$ cat src/rtl/ble_cmd_pkg.sv
// ble_cmd_pkg: shared types and constants for the BLE command decoder.
//   state_t      : packet assembly FSM states
//   CMD_*        : command byte values
//   PAN_*        : pan direction codes carried in P_LO[1:0]
package ble_cmd_pkg;

  typedef enum logic [2:0] {
    S_IDLE = 3'd0,
    S_CMD  = 3'd1,
    S_PHI  = 3'd2,
    S_PLO  = 3'd3,
    S_CSUM = 3'd4
  } state_t;

  localparam logic [7:0] CMD_SWING   = 8'h01;
  localparam logic [7:0] CMD_PAN     = 8'h02;
  localparam logic [7:0] CMD_NEWGAME = 8'h03;

  localparam logic [1:0] PAN_STOP  = 2'b00;
  localparam logic [1:0] PAN_LEFT  = 2'b01;
  localparam logic [1:0] PAN_RIGHT = 2'b10;

endpackage

$ cat src/rtl/ble_cmd_decoder_sat_counter8.sv
// sat_counter8: 8-bit counter that increments on inc_in and holds at 255.
// Ports:
//   clk_in    : clock
//   rst_in    : synchronous active-low clear
//   inc_in    : increment request for this cycle
//   count_out : current count (registered)
module sat_counter8 (
  input  logic       clk_in,
  input  logic       rst_in,
  input  logic       inc_in,
  output logic [7:0] count_out
);

  logic [7:0] count_q;

  always_ff @(posedge clk_in) begin
    if (!rst_in) begin
      count_q <= 8'd0;
    end else if (inc_in && (count_q != 8'hFF)) begin
      count_q <= count_q + 8'd1;
    end
  end

  assign count_out = count_q;

endmodule

$ cat src/rtl/ble_cmd_decoder.sv
// ble_cmd_decoder: assembles 5-byte BLE command packets (SYNC, CMD, P_HI,
// P_LO, CSUM), checks CSUM = CMD ^ P_HI ^ P_LO and turns valid packets into
// gameplay controls. Also keeps saturating packet / error counts.
// Ports:
//   clk_in, rst_in          : clock, synchronous active-low reset
//   byte_in, byte_valid_in  : received byte and its one-cycle strobe
//   swing_valid_out         : one-cycle pulse per valid swing packet
//   swing_power_out         : payload of last valid swing packet
//   pan_left_out/right_out  : camera pan levels (mutually exclusive)
//   new_game_out            : one-cycle pulse per valid new-game packet
//   pkt_count_out           : valid packets, saturating
//   err_count_out           : rejected packets + timeouts, saturating
//   state_dbg_out           : current FSM state for observation
//
// Handshake: byte_valid_in is a one-cycle strobe with no ready; every strobed
// byte is consumed in the cycle it is presented (no backpressure, no buffer).
module ble_cmd_decoder
  import ble_cmd_pkg::*;
#(
  parameter logic [7:0]  SYNC_BYTE    = 8'hA5,
  parameter logic [15:0] BYTE_TIMEOUT = 16'd65535,
  parameter logic [31:0] PAN_WATCHDOG = 32'd37125000
) (
  input  logic        clk_in,
  input  logic        rst_in,
  input  logic [7:0]  byte_in,
  input  logic        byte_valid_in,
  output logic        swing_valid_out,
  output logic [15:0] swing_power_out,
  output logic        pan_left_out,
  output logic        pan_right_out,
  output logic        new_game_out,
  output logic [7:0]  pkt_count_out,
  output logic [7:0]  err_count_out,
  output state_t      state_dbg_out
);

  state_t      state_q;
  logic [7:0]  cmd_q;
  logic [7:0]  phi_q;
  logic [7:0]  plo_q;
  logic [15:0] timer_q;
  logic [31:0] wd_q;
  logic        swing_valid_q;
  logic [15:0] swing_power_q;
  logic        pan_left_q;
  logic        pan_right_q;
  logic        new_game_q;

  logic        csum_strobe;
  logic        csum_ok;
  logic        cmd_known;
  logic        pkt_good;
  logic        pkt_bad;
  logic        timeout_hit;

  assign csum_strobe = byte_valid_in && (state_q == S_CSUM);
  assign csum_ok     = (byte_in == (cmd_q ^ phi_q ^ plo_q));

  // Pan code 11 is the only malformed payload among known commands.
  always_comb begin
    cmd_known = 1'b0;
    case (cmd_q)
      CMD_SWING:   cmd_known = 1'b1;
      CMD_PAN:     cmd_known = (plo_q[1:0] != 2'b11);
      CMD_NEWGAME: cmd_known = 1'b1;
      default:     cmd_known = 1'b0;
    endcase
  end

  assign pkt_good = csum_strobe && csum_ok && cmd_known;
  assign pkt_bad  = csum_strobe && !pkt_good;

  // Expiry is the cycle whose closing edge would bring the idle count to
  // BYTE_TIMEOUT; a byte strobed in that same cycle takes precedence.
  assign timeout_hit = (state_q != S_IDLE) && !byte_valid_in &&
                       (timer_q == BYTE_TIMEOUT - 16'd1);

  always_ff @(posedge clk_in) begin
    if (!rst_in) begin
      state_q       <= S_IDLE;
      cmd_q         <= 8'd0;
      phi_q         <= 8'd0;
      plo_q         <= 8'd0;
      timer_q       <= 16'd0;
      wd_q          <= 32'd0;
      swing_valid_q <= 1'b0;
      swing_power_q <= 16'd0;
      pan_left_q    <= 1'b0;
      pan_right_q   <= 1'b0;
      new_game_q    <= 1'b0;
    end else begin
      swing_valid_q <= 1'b0;
      new_game_q    <= 1'b0;

      // Pan watchdog: levels drop on the edge where the count runs out.
      if (pan_left_q || pan_right_q) begin
        if (wd_q <= 32'd1) begin
          pan_left_q  <= 1'b0;
          pan_right_q <= 1'b0;
          wd_q        <= 32'd0;
        end else begin
          wd_q <= wd_q - 32'd1;
        end
      end

      // Inter-byte timer only runs while a packet is partially received.
      if (state_q == S_IDLE || byte_valid_in) begin
        timer_q <= 16'd0;
      end else if (timeout_hit) begin
        timer_q <= 16'd0;
        state_q <= S_IDLE;
      end else begin
        timer_q <= timer_q + 16'd1;
      end

      // SYNC_BYTE seen after S_IDLE is plain data: no resynchronisation.
      if (byte_valid_in) begin
        case (state_q)
          S_IDLE: if (byte_in == SYNC_BYTE) state_q <= S_CMD;
          S_CMD: begin
            cmd_q   <= byte_in;
            state_q <= S_PHI;
          end
          S_PHI: begin
            phi_q   <= byte_in;
            state_q <= S_PLO;
          end
          S_PLO: begin
            plo_q   <= byte_in;
            state_q <= S_CSUM;
          end
          S_CSUM:  state_q <= S_IDLE;
          default: state_q <= S_IDLE;
        endcase
      end

      // Dispatch is placed after the watchdog so a pan command landing in
      // the expiry cycle overrides the clear.
      if (pkt_good) begin
        case (cmd_q)
          CMD_SWING: begin
            swing_power_q <= {phi_q, plo_q};
            swing_valid_q <= 1'b1;
          end
          CMD_PAN: begin
            case (plo_q[1:0])
              PAN_LEFT: begin
                pan_left_q  <= 1'b1;
                pan_right_q <= 1'b0;
                wd_q        <= PAN_WATCHDOG;
              end
              PAN_RIGHT: begin
                pan_left_q  <= 1'b0;
                pan_right_q <= 1'b1;
                wd_q        <= PAN_WATCHDOG;
              end
              PAN_STOP: begin
                pan_left_q  <= 1'b0;
                pan_right_q <= 1'b0;
                wd_q        <= 32'd0;
              end
              default: begin
                pan_left_q  <= 1'b0;
                pan_right_q <= 1'b0;
                wd_q        <= 32'd0;
              end
            endcase
          end
          CMD_NEWGAME: begin
            new_game_q  <= 1'b1;
            pan_left_q  <= 1'b0;
            pan_right_q <= 1'b0;
            wd_q        <= 32'd0;
          end
          default: ;
        endcase
      end
    end
  end

  sat_counter8 u_pkt_count (
    .clk_in    (clk_in),
    .rst_in    (rst_in),
    .inc_in    (pkt_good),
    .count_out (pkt_count_out)
  );

  // Timeouts only fire with no byte present, so they never coincide with a
  // rejected packet and a single increment per cycle suffices.
  sat_counter8 u_err_count (
    .clk_in    (clk_in),
    .rst_in    (rst_in),
    .inc_in    (pkt_bad || timeout_hit),
    .count_out (err_count_out)
  );

  assign swing_valid_out = swing_valid_q;
  assign swing_power_out = swing_power_q;
  assign pan_left_out    = pan_left_q;
  assign pan_right_out   = pan_right_q;
  assign new_game_out    = new_game_q;
  assign state_dbg_out   = state_q;

endmodule
$ cat config.mk
export PLATFORM = sky130hd
export DESIGN_NAME = ble_cmd_decoder
export DESIGN_NICKNAME = d
export VERILOG_FILES = /design/src/rtl/ble_cmd_pkg.sv /design/src/rtl/ble_cmd_decoder_sat_counter8.sv /design/src/rtl/ble_cmd_decoder.sv
export SDC_FILE = /design/constraint.sdc
export NUM_CORES = 1
export LEC_CHECK = 0
export ABC_AREA = 1
export CAP_MARGIN = 25
export CORE_ASPECT_RATIO = 0.7
export CORE_UTILIZATION = 50
export CTS_CLUSTER_SIZE = 8
export DETAILED_ROUTE_END_ITERATION = 7
export GPL_TIMING_DRIVEN = 0
export PLACE_DENSITY = 0.76
export SYNTH_ARGS = -nofsm -noshare
export SYNTH_HDL_FRONTEND = slang
export SYNTH_HIERARCHICAL = 1
export SYNTH_SLANG_ARGS = --single-unit
$ cat constraint.sdc
create_clock -name clk_in -period 4.67 [get_ports clk_in]
set_clock_uncertainty 0.15 [all_clocks]
set_input_delay 0.467 -clock clk_in [delete_from_list [all_inputs] [get_ports clk_in]]
set_output_delay 0.467 -clock clk_in [all_outputs]
set_load 0.005 [all_outputs]
==> results of run 1 <==
[worst max-delay path by stage]
stage | to | slack, ns
2_1_floorplan | u_err_count/count_out[3] | 2.52
3_3_place_gp | u_err_count/count_out[3] | 1.44
3_5_place_dp | u_err_count/count_out[3] | 1.42
4_1_cts | u_err_count/count_out[3] | 1.79
5_1_grt | u_err_count/count_out[3] | 1.50
6_report | u_err_count/count_out[3] | 1.78
[placed cells by master, fill, tap and decap left out, drive strengths merged, types with 2 or more instances in the layout]
master         instances
nand3                 61
a21oi                 48
or2                    4
clkdlybuf4s50         49
dfxtp                111
nand4                 22
nand3b                16
clkinv                 2
nor3                  11
o21ai                 31
ha                     9
buf                   15
inv                  125
a21o                   2
nand2                231
nor2                 178
clkinvlp               3
xor2                  24
a31oi                  2
xnor2                  9
clkbuf                17
[logic make-up after synthesis]
logic type | Yosys count | synth area share
simple gates | 525 | 0.3884
buf+inv | 147 | 0.1028
flops | 111 | 0.3679
compound gates | 85 | 0.07437
xor+xnor | 33 | 0.04786
fa+ha+maj | 9 | 0.01865
[sequential cells by signal (all words and copies together), names as in the netlist]
signal                 count
u_pkt_count/count_out      8
pan_right_out              1
plo_q                      8
timer_q                   16
state_dbg_out              3
wd_q                      32
swing_power_out           16
new_game_out               1
u_err_count/count_out      8
swing_valid_out            1
pan_left_out               1
cmd_q                      8
phi_q                      8
[metal layers]
metal | global-route usage | share of wire | up-vias
met5 | 0 | 0 | -
met4 | 0.07008 | 0.014 | 0
met3 | 0.04854 | 0.064 | 20
met2 | 0.3633 | 0.40 | 175
met1 | 0.3632 | 0.52 | 2551
li1 | - | - | 2966
[power groups by stage]
stage	Sequential, mW	Combinational [mW]	Clock [mW]
after floorplan	0.968	0.0421	0
after global placement	0.968	0.0685	0
after detailed placement	0.968	0.0693	0
after CTS	0.946	0.0697	0.795
after global routing	0.946	0.0780	0.834
final	0.946	0.0707	0.780
[cell type report]
class,count,area (sq um)
fill,1111,4703
multi-input combinational,652,3197
sequential,111,2222
timing repair buffer,49,490.5
inverter,124,465.4
clock buffer,9,225.2
tap,157,196.4
buffer,23,155.1
clock inverter,7,71.32
[metrics by stage]
stage	util	hold slack, ns
global route	0.5989	0.3332
global placement	0.5736	0.2909
CTS	0.5989	0.3043
finish	0.5989	0.3020
detailed placement	0.5736	0.2878
floorplan	-	0.2673
[Yosys cell counts, drive strengths merged, types with 2 or more instances]
cell type / n
nand3: 61
nor3: 11
buf: 15
a31oi: 2
ha: 9
a21o: 2
inv: 124
xnor2: 9
nand4: 22
dfxtp: 111
a21oi: 48
o21ai: 31
nand3b: 16
clkbuf: 8
nand2: 231
xor2: 24
or2: 4
nor2: 178
==> results.md, run 1 <==
* Die area at 12,530 sq um
* Placed insts at 1,116
* Critical path type: in -> reg
* ANT nets after route at 0
* Worst-path clk slew at 0.08 ns
* Synthesis-stage register bit count at 111
* Chip height at 93.96 um
* Max-cap violations at 0
* Post-CTS Setup Inserts at 0
* CP cell instances: clkdlybuf4s50_1 > inv_1 > nand2_1 > nand2_1 > nand2_1 > nand2_1 > nand2_1 > nor2_4 > nand3_4 > inv_1 > o21ai_0 > buf_2 > inv_1 > nor2_1 > nand3_1 > nand2_1 > nor2_1
* DRT iter0 DRCs at 413
* HP Class: reg -> reg
* Clk_lat worst skew at 0.36 ns
* PortBufs at 49
* Critical Path Stages at 17
* DRC at 0
* Slew Limit Headroom at 0.6264
* Total CTS buffers at 9
* Via-per-instance ratio at 5.046
* Setup TNS at 0 ns
* Nature of the critical path endpoint: flop
* Crit path top cell by count: nand2_1
* Starting Density at 0.5150
* Measured slew at the worst slew-check pin at 0.5561 ns
* GR Overflow Total at 0
* Startpoint Class: input pin
* Worst path slowest cell: clkdlybuf4s50_1
* Synth top area share at 0.3679
* CTS tree: built
* Net switching power at 0.4097 mW
* Worst reg2reg setup slack at 2.05 ns
* Worst reg2reg path depth at 14
* Yosys cell types at 39
* Root Driver: clkbuf_16
* Fin nets at 990
* Syn Std Cell Area at 6040 sq um
* Hold Path Depth at 1
* WHS Endpoint: timer_q[0]
* DP Wirelength at 10.82 mm
* Period utilization at 0.6196
* FF-to-FF End: u_err_count/count_out[3]
* Ranking of synthesized cells by area: dfxtp_1 37%, nand2_1 14%, nor2_1 10%, inv_1 7.0%, nand3_1 4.5%
* Post-synthesis sequential area ratio at 0.3679
* Min cycle time layout at 2.894 ns
* Post-Layout Inst Area at 7023 sq um
* Clock Power Share at 0.434
* CTS Buffer Depth at 2
* Die W at 133.4 um
* Static leakage at 3.133 nW
* Max Freq at 345.6 MHz
* I/O pin cnt at 50
* Status: finished clean
* # resized after CTS at 0
* Vias at 5,712
* Comb pwr share at 0.039
* Post-place setup slack at 1.420 ns
* EDFF count, synth at 0
* CP arrival at 3.00 ns
* Hold buffer count at cts at 0
* DRT Pass-1 Iters at 5
* Synth Net Count at 930
* Final Max Slew Viols at 0
* Total track usage at 0.2473
* Ys flop type: dfxtp_1
* Core ar. at 11,730 sq um
* Critical Path Max Stage Delay at 0.54 ns
* Power Dens Cells at 255.8 nW/um^2
* Routed length per instance at 12.68 um
* Clk sinks at 111
* Fraction of registers with async set/reset at 0
* Non-Filler Instances at 1,132
* Synth Area per Inst at 6.637 sq um
* Vias in the first global route at 5,080
* First-pass GRT wire length at 24.61 mm
* Initial antenna violation count at 0
* P&R area growth vs syn at 16.28%
* Final Worst Setup Slack at 1.776 ns
* Bufs and invs on worst path at 5
* Data required, critical path at 4.77 ns
* Switching share of power at 0.2280
* Seq pwr share at 0.527
* Top delay family on crit path: buffers and inverters
* Placer Congestion at 0.9244
* Post-Place Cell Area at 6726 sq um
* H-tree levels at 3
* Maximum number of pins on one net before global-route repair at 19
* Final wirelength at 14.36 mm
* Pwr Total at 1.797 mW
* Max VDD drop at 0.1821 mV
* Share of cells above drive strength 1 at 0.07590
* Largest area contributor in the netlist: dfxtp_1
* Reg-to-Reg Start: cmd_q[4]
* Hold Vio Cnt, Final at 0
* Int Pwr at 1.387 mW
* Synthesis Warnings at 6
* RSZ-0062 raised after global routing: false
* Hold wc startpoint: timer_q[0]
* Post-Syn Instances at 910
* Crit path launch: byte_in[5]
* Worst-path fanout max at 10
* Ant. Diodes at 0
* Cell Rows at 33
* Finish-stage setup viols at 0
Note: power is estimated with default switching activity, not from simulation.
==> run 2, diff against run 1 <==
==> constraint.sdc (replaced) <==
create_clock -name clk_in -period 3 [get_ports clk_in]
set_clock_uncertainty 0.15 [all_clocks]
set_input_delay 0.3 -clock clk_in [delete_from_list [all_inputs] [get_ports clk_in]]
set_output_delay 0.3 -clock clk_in [all_outputs]
set_load 0.005 [all_outputs]
==> results.md, run 2 (same netlist as run 1, synthesis figures left out) <==
* Net switching power at 0.6382 mW (was 0.4097 mW)
* Ant. Diodes at 0 (unchanged)
* Slew Limit Headroom at 0.6156 (was 0.6264)
* Placer Congestion at 0.9244 (unchanged)
* Max Freq at 386.1 MHz
* Worst-path clk slew at 0.08 ns (about the same)
* Clk sinks at 111 (unchanged)
* Final Max Slew Viols at 0 (unchanged)
* Measured slew at the worst slew-check pin at 0.5766 ns (was 0.5561 ns)
* Initial antenna violation count at 0 (unchanged)
* CTS Buffer Depth at 2 (unchanged)
* Seq pwr share at 0.526 (was 0.527)
* First-pass GRT wire length at 24.61 mm (unchanged)
* HP Class: reg -> reg (unchanged)
* Share of cells above drive strength 1 at 0.07590 (unchanged)
* Status: finished clean (unchanged)
* Core ar. at 11,730 sq um (unchanged)
* Comb pwr share at 0.039 (about the same)
* Maximum number of pins on one net before global-route repair at 19 (unchanged)
* Total CTS buffers at 9 (unchanged)
* Max reg flops at 32 (unchanged)
* Startpoint Class: input pin (unchanged)
* DP Wirelength at 10.82 mm (unchanged)
* Vias at 5,717 (was 5,712)
* Hold Path Depth at 1 (unchanged)
* DRT iter0 DRCs at 412 (was 413)
* Power Dens Cells at 398.3 nW/um^2 (was 255.8 nW/um^2)
* P&R area growth vs syn at 16.28% (unchanged)
* Int Pwr at 2.159 mW (was 1.387 mW)
* Commonest non-fill, non-tap cell in the layout: nand2_1 (unchanged)
* Reg-to-Reg Start: cmd_q[4] (unchanged)
* Chip height at 93.96 um (unchanged)
* CP arrival at 2.69 ns (was 3.00 ns)
* Clock Power Share at 0.434 (about the same)
* Root Driver: clkbuf_16 (unchanged)
* Worst reg2reg setup slack at 0.53 ns (was 2.05 ns)
* Period utilization at 0.8634
* Hold wc startpoint: timer_q[0] (unchanged)
* Hold Vio Cnt, Final at 0 (unchanged)
* Max VDD drop at 0.2836 mV (was 0.1821 mV)
* RSZ-0062 raised after global routing: false (unchanged)
* Clk_lat worst skew at 0.36 ns (about the same)
* Max-cap violations at 0 (unchanged)
* Switching share of power at 0.2281 (was 0.2280)
* Worst reg2reg path depth at 14 (unchanged)
* Vias in the first global route at 5,080 (unchanged)
* PortBufs at 49 (unchanged)
* Total track usage at 0.2473 (unchanged)
* Die W at 133.4 um (unchanged)
* Largest reg by FF count: wd_q (unchanged)
* Worst-path fanout max at 10 (unchanged)
* Nature of the critical path endpoint: flop (unchanged)
* WHS Endpoint: timer_q[0] (unchanged)
* Data required, critical path at 3.10 ns (was 4.77 ns)
* I/O pin cnt at 50 (unchanged)
* FF-to-FF End: u_err_count/count_out[3] (unchanged)
* Fin nets at 990 (unchanged)
* Final wirelength at 14.36 mm (about the same)
* DRC at 0 (unchanged)
* Commonest cells after routing, fill and taps aside: 225 x nand2_1, 162 x nor2_1, 112 x inv_1, 111 x dfxtp_1, 54 x nand3_1 (unchanged)
* Via-per-instance ratio at 5.050 (was 5.046)
* Critical path type: in -> reg (unchanged)
* Cell Rows at 33 (unchanged)
* Pwr Total at 2.797 mW (was 1.797 mW)
* Setup TNS at 0 ns (unchanged)
* Static leakage at 3.134 nW (was 3.133 nW)
* Routed length per instance at 12.68 um (about the same)
* Starting Density at 0.5150 (unchanged)
* Finish-stage setup viols at 0 (unchanged)
* FILL cells at 1,111 (unchanged)
* H-tree levels at 3 (unchanged)
* Die area at 12,530 sq um (unchanged)
* ANT nets after route at 0 (unchanged)
* Hold buffer count at cts at 0 (unchanged)
* GR Overflow Total at 0 (unchanged)
* DRT Pass-1 Iters at 4 (was 5)
* CTS tree: built (unchanged)
* Min cycle time layout at 2.590 ns
-- run 2: cell count changes in the layout (fill, tap and decap cells not counted) --
cell	change
o21ai_0	-1
o21ai_1	+1
-- run 2: critical path, cell delays in order --
cell and delay (ns):
clkdlybuf4s50_1 0.60, inv_1 0.09, nand2_1 0.07, nand2_1 0.05, nand2_1 0.07, nand2_1 0.11, nand2_1 0.10, nor2_2 0.08
nand3_4 0.10, inv_1 0.13, o21ai_1 0.31, buf_2 0.28, inv_1 0.06, nor2_1 0.14, nand3_1 0.09, nand2_1 0.08
nor2_1 0.04
-- run 2: per-stage QoR --
stage                     utilization  setup WS (ns)  hold slack [ns]  cells  cell area [sq um]
after floorplan                     -         0.8854           0.2673    910               6040
after global placement         0.5736       -0.06449           0.2909   1116               6726
after detailed placement       0.5736       -0.08339           0.2878   1116               6726
after CTS                      0.5989         0.2899           0.3043   1132               7023
after global routing           0.5989         0.1716           0.3332   1132               7023
final                          0.5989         0.4098           0.3001   1132               7023
-- run 2: power by group through the flow --
stage / Combinational [mW] / Sequential, mW / Clock (mW)
after global routing: 0.121 / 1.47 / 1.30
after detailed placement: 0.108 / 1.51 / 0
after floorplan: 0.0655 / 1.51 / 0
final: 0.110 / 1.47 / 1.21
after CTS: 0.109 / 1.47 / 1.24
after global placement: 0.107 / 1.51 / 0
-- run 2: timing repair --
action,in CTS,in global routing
resized for setup,0,1
setup endpoints to repair,0,1
buffers inserted,0,0
-- run 2: per-layer routing --
| metal | track usage | vias up | routed length (um) |
|---|---|---|---|
| li1 | - | 2966 | - |
| met1 | 0.3632 | 2558 | 7437 |
| met2 | 0.3633 | 175 | 5759 |
| met3 | 0.04854 | 18 | 967 |
| met4 | 0.07008 | 0 | 191 |
| met5 | 0 | - | 0 |
-- run 2: layout make-up --
cell class,instances,area (sq um),area share
plain buffers,23,155.1,0.02209
clock buffers,9,225.2,0.03207
clock inverters,7,71.32,0.01015
inverters,124,465.4,0.06627
multi-input cells,652,3197,0.4552
flip-flops and latches,111,2222,0.3164
well taps,157,196.4,0.02797
repair buffers,49,490.5,0.06984
-- run 2: worst max path at each step --
stage / startpoint / endpoint / slack (ns) / depth (start not counted)
after global routing: byte_in[4] / u_err_count/count_out[3] / 0.17 / 17
after floorplan: cmd_q[6] / u_err_count/count_out[3] / 0.89 / 14
final: byte_in[4] / u_err_count/count_out[3] / 0.41 / 17
after CTS: byte_in[5] / u_err_count/count_out[3] / 0.29 / 17
after detailed placement: byte_in[4] / u_err_count/count_out[3] / -0.08 / 17
after global placement: byte_in[4] / u_err_count/count_out[3] / -0.06 / 17
